===== src/rtl/core_pkg.sv =====
// core_pkg: shared definitions for the multi-cycle RV32 sequencer.
// Contents: FSM state encoding, the opcode/funct3 constants used by decode,
// the EBREAK encoding and the default reset PC.
package core_pkg;

    typedef enum logic [2:0] {
        S_FETCH,
        S_DECODE,
        S_EXEC,
        S_WB,
        S_HALT
    } state_t;

    localparam logic [6:0]  OP_IMM           = 7'b0010011;
    localparam logic [2:0]  F3_ADDI          = 3'b000;
    localparam logic [31:0] EBREAK           = 32'h00100073;
    localparam logic [31:0] DEFAULT_RESET_PC = 32'h80000000;

endpackage


===== src/rtl/imm_decode.sv =====
// imm_decode: I-type immediate extraction and sign extension.
// Ports:
//   imm_field in 12 : instruction bits [31:20]
//   imm_i     out 32: sign-extended immediate
// Purely combinational; shared by every I-type instruction.
module imm_decode (
    input  logic [11:0] imm_field,
    output logic [31:0] imm_i
);

    assign imm_i = {{20{imm_field[11]}}, imm_field};

endmodule


===== src/rtl/core_sequencer.sv =====
// core_sequencer: multi-cycle control unit for the RV32 datapath.
// Sequences FETCH -> DECODE -> EXEC -> WB for addi, halts on ebreak,
// unsupported instructions or a fetch that sees no imem_valid for TIMEOUT
// cycles.
// Ports:
//   clk, reset               : clock, synchronous active-high reset
//   imem_req/addr/valid/rdata: instruction fetch handshake
//   rf_raddr/rdata           : register-file read port (rs1)
//   rf_waddr/wdata/wen       : register-file write port (rd)
//   pc, instret              : program counter, retired-instruction count
//   halted, illegal, bus_err : sticky halt status
module core_sequencer
    import core_pkg::*;
#(
    parameter logic [31:0] RESET_PC = DEFAULT_RESET_PC,
    parameter int unsigned TIMEOUT  = 16
) (
    input  logic        clk,
    input  logic        reset,
    output logic        imem_req,
    output logic [31:0] imem_addr,
    input  logic        imem_valid,
    input  logic [31:0] imem_rdata,
    output logic [4:0]  rf_raddr,
    input  logic [31:0] rf_rdata,
    output logic [4:0]  rf_waddr,
    output logic [31:0] rf_wdata,
    output logic        rf_wen,
    output logic [31:0] pc,
    output logic [31:0] instret,
    output logic        halted,
    output logic        illegal,
    output logic        bus_err
);

    localparam logic [7:0] TIMEOUT_LAST = 8'(TIMEOUT - 1);

    state_t      state;
    logic [31:0] ir;
    logic [31:0] result;
    logic [7:0]  wait_cnt;
    logic [31:0] imm_i;

    imm_decode u_imm_decode (
        .imm_field (ir[31:20]),
        .imm_i     (imm_i)
    );

    // NOTE: these strobes depend only on registers (state, ir), never on
    // inputs, so they cannot glitch or form combinational paths through
    // the memory or register file.
    assign imem_req  = (state == S_FETCH);
    assign rf_wen    = (state == S_WB) && (ir[11:7] != 5'd0);

    assign imem_addr = pc;
    assign rf_raddr  = ir[19:15];
    assign rf_waddr  = ir[11:7];
    assign rf_wdata  = result;

    always_ff @(posedge clk) begin
        if (reset) begin
            state    <= S_FETCH;
            pc       <= RESET_PC;
            ir       <= '0;
            result   <= '0;
            instret  <= '0;
            wait_cnt <= '0;
            halted   <= 1'b0;
            illegal  <= 1'b0;
            bus_err  <= 1'b0;
        end else begin
            // NOTE: non-blocking assignments throughout, so every branch
            // reads the pre-edge value of state and counters.
            case (state)
                S_FETCH: begin
                    if (imem_valid) begin
                        ir       <= imem_rdata;
                        wait_cnt <= '0;
                        state    <= S_DECODE;
                    end else begin
                        wait_cnt <= wait_cnt + 8'd1;
                        // wait_cnt counts completed empty cycles; this is
                        // the TIMEOUT-th one.
                        if (wait_cnt == TIMEOUT_LAST) begin
                            bus_err <= 1'b1;
                            halted  <= 1'b1;
                            state   <= S_HALT;
                        end
                    end
                end
                S_DECODE: begin
                    if (ir[6:0] == OP_IMM && ir[14:12] == F3_ADDI) begin
                        state <= S_EXEC;
                    end else if (ir == EBREAK) begin
                        halted <= 1'b1;
                        state  <= S_HALT;
                    end else begin
                        illegal <= 1'b1;
                        halted  <= 1'b1;
                        state   <= S_HALT;
                    end
                end
                S_EXEC: begin
                    result <= rf_rdata + imm_i;
                    state  <= S_WB;
                end
                S_WB: begin
                    pc      <= pc + 32'd4;
                    instret <= instret + 32'd1;
                    state   <= S_FETCH;
                end
                S_HALT: begin
                    state <= S_HALT;
                end
                default: begin
                    halted <= 1'b1;
                    state  <= S_HALT;
                end
            endcase
        end
    end

endmodule


===== config.mk =====
export PLATFORM = sky130hd
export DESIGN_NAME = core_sequencer
export DESIGN_NICKNAME = d
export VERILOG_FILES = /design/src/rtl/core_pkg.sv /design/src/rtl/imm_decode.sv /design/src/rtl/core_sequencer.sv
export SDC_FILE = /design/constraint.sdc
export NUM_CORES = 1
export LEC_CHECK = 0
export CAP_MARGIN = 25
export CORE_AREA = 2 2 123 125
export CTS_CLUSTER_SIZE = 30
export DETAILED_ROUTE_END_ITERATION = 10
export DIE_AREA = 0 0 125 127
export HOLD_SLACK_MARGIN = 0.02
export PLACE_DENSITY = 0.95
export RECOVER_POWER = 100
export SLEW_MARGIN = 20
export SYNTH_ARGS = -nofsm -noshare
export SYNTH_HDL_FRONTEND = slang
export SYNTH_SLANG_ARGS = --single-unit
export TNS_END_PERCENT = 1

===== constraint.sdc =====
create_clock -name clk -period 8.1 [get_ports clk]
set_clock_uncertainty 0.1 [all_clocks]
set_input_delay 1.215 -clock clk [delete_from_list [all_inputs] [get_ports clk]]
set_output_delay 1.215 -clock clk [all_outputs]
set_load 0.005 [all_outputs]

==> out/results.txt <==
Seq cells post-synth: 140
Die W: 125 um
Outcome: finished with violations
CTS root buf: clkbuf_16
CP startpoint: reset
Commonest cells in the netlist: nand2_1, dfxtp_1, a21oi_1, nor2_1, xor2_1
Largest net degree at the start of global routing: 78
Final Non-Filler Cells: 1299
Avg Vias per Cell: 5.72
Gr ovfl total: 0
Final Hold Viols: 0
Static leakage power: 4.15 nW
Hold depth: 2
EDFF count, synth: 0
Clock Sinks: 140
Post-layout util: 69.4%
CP max FO: 77
Slew Limit Headroom: -121%
Slew Viols, Final: 78
PnR worst setup slack: 3.59 ns
CP arrival: 4.68 ns
Mapped Cells: 959
Initial Util: 52.7%
Tot GR Track Use: 26.2%
Critical path class: input pin to register
# DRC: 0
First-pass GRT wire length: 34.2 mm
Hold Path Class: register to register
Unrepaired setup endpoints after global routing: false
CTS clk-pin slew, worst paths: 0.06 ns
Pre-CTS WS: 3.83 ns
Share of layout cells above drive strength 1: 4.39%
DRT Pass-1 Iters: 5
Startpoint class of the critical path: input pin
Antenna-violating nets left: 0
H-tree depth: 4
FFs w/ async S/R, synth: 0%
Min Tclk post-route: 4.51 ns
P per Cell Area: 176 nW/um^2
Gpl congestion: 0.890
Post-synth top area cell: dfxtp_1
Crit path required time: 8.27 ns
Synth warn: 0
Initial antenna violation count: 0
Die ar.: 15900 um^2
DR vias: 7432
Postcts setup bufs: 0
Row Count: 44
Antenna Diode Count: 0
Dpl hpwl: 15.2 mm
Hold path startpoint: rf_wdata[9]
R2R Path Start: ir[20]
Number of buffers inserted by hold repair at cts: 0
Synth top area share: 36.8%
Avg Inst Size Synth: 7.93 um^2
CTS tree: yes
Setup TNS: 0 ns
Area delta synth->final: 31.6%
Port-buffer cells: 205
# Max-Cap Violations: 1
Synthesized area: 7610 um^2
1st-iter DRT viols: 682
Total CTS buffers: 17
Cells on worst reg2reg path: 10
Finish-stage setup viols: 0
Fmax: 222 MHz
Nets: 1204
Main synth FF type: dfxtp_1
Placed cell count: 1267
Synth cell types: 66
Top cells by area, synth: dfxtp_1, nand2_1, a21oi_1
Die Height: 127 um
Routed len/inst: 16.4 um
Worst-Margin Slew: 3.31 ns
Tcrit/Tclk final: 55.6%
Worst setup EP type: register
Top-count cell post-synth: nand2_1
Post-synthesis sequential area ratio: 36.8%
IR drop worst, VDD: 147 uV
Worst hold slack: 0.352 ns
Vias in the first global route: 6955
IO Count: 210
Detailed Route WL: 21.3 mm
CTS resizes: 0
Core region area: 14400 um^2
CTS Buffer Depth: 2
Later-pin clock latency in the skew report: 0.42 ns
Failing checks: capacitance limit, slew limit
through the flow:
stage	total power [mW]	instance area, um^2
floorplan	0.883	7620
global placement	0.955	9420
detailed placement	0.961	9430
CTS	1.77	10100
global route	1.82	10000
finish	1.76	10000
critical path: stages:
cell,delay [ns]
buf_4,0.51
clkbuf_1,2.38
a21oi_1,0.22
nand2b_1,0.26
a21oi_1,0.05
cell usage in the layout (no fill, tap or decap), types with 6 or more instances in the layout:
master,netlist,layout
a211oi_1,6,7
and3_1,9,9
o21ai_0,31,34
a21o_1,6,6
nand2_1,169,169
ha_1,34,34
clkdlybuf4s50_1,0,62
dfxtp_1,140,140
dlygate4sd3_1,0,142
nand4_1,25,25
a21oi_1,105,106
nor4_1,6,6
xor2_1,50,50
nor2_1,93,92
o21a_1,8,8
clkbuf_16,0,17
inv_1,11,11
or3_1,15,15
nand3_1,26,26
and4_1,6,6
xnor2_1,26,26
nor3_1,18,18
flip-flops by register name (all words and copies together) (netlist names):
name	count
halted	1
illegal	1
rf_wdata	32
imem_addr	30
wait_cnt	8
bus_err	1
state	3
instret	32
ir	32
power by group:
group / switching, mW / internal, mW / total, mW
clock network: 0.317 / 0.499 / 0.816
logic: 0.130 / 0.100 / 0.231
registers: 0.0119 / 0.702 / 0.714
logic make-up after synthesis:
group | count (synthesis) | share of synthesized area, %
other cells | 1 | 0.0493
compound gates | 194 | 15.3
fa+ha+maj | 35 | 5.86
mux | 4 | 0.526
flops | 140 | 36.8
simple gates | 408 | 25.4
buf+inv | 101 | 7.32
xor+xnor | 76 | 8.75
path summary, 6_finish.rpt:
path                  end  slack (ns)
max              state[0]        3.59
min           rf_wdata[9]        0.35
max reg2reg  rf_wdata[26]        4.80
min reg2reg   rf_wdata[9]        0.35
area by class of cell:
class / instances / area, um^2
multi-input combinational: 721 / 4230
clock buffer: 18 / 439
inverter: 12 / 45.0
tap: 184 / 230
sequential: 140 / 2800
timing repair buffer: 210 / 2090
fill: 1072 / 4410
clock inverter: 14 / 183
layer usage:
metal	global-route usage (%)	vias up	share of wire, %
met5	0	-	0
li1	-	3573	-
met1	31.7	3456	41
met4	9.41	0	2.3
met3	6.70	55	8.1
met2	45.4	348	49
(Power assumes the default switching activity.)
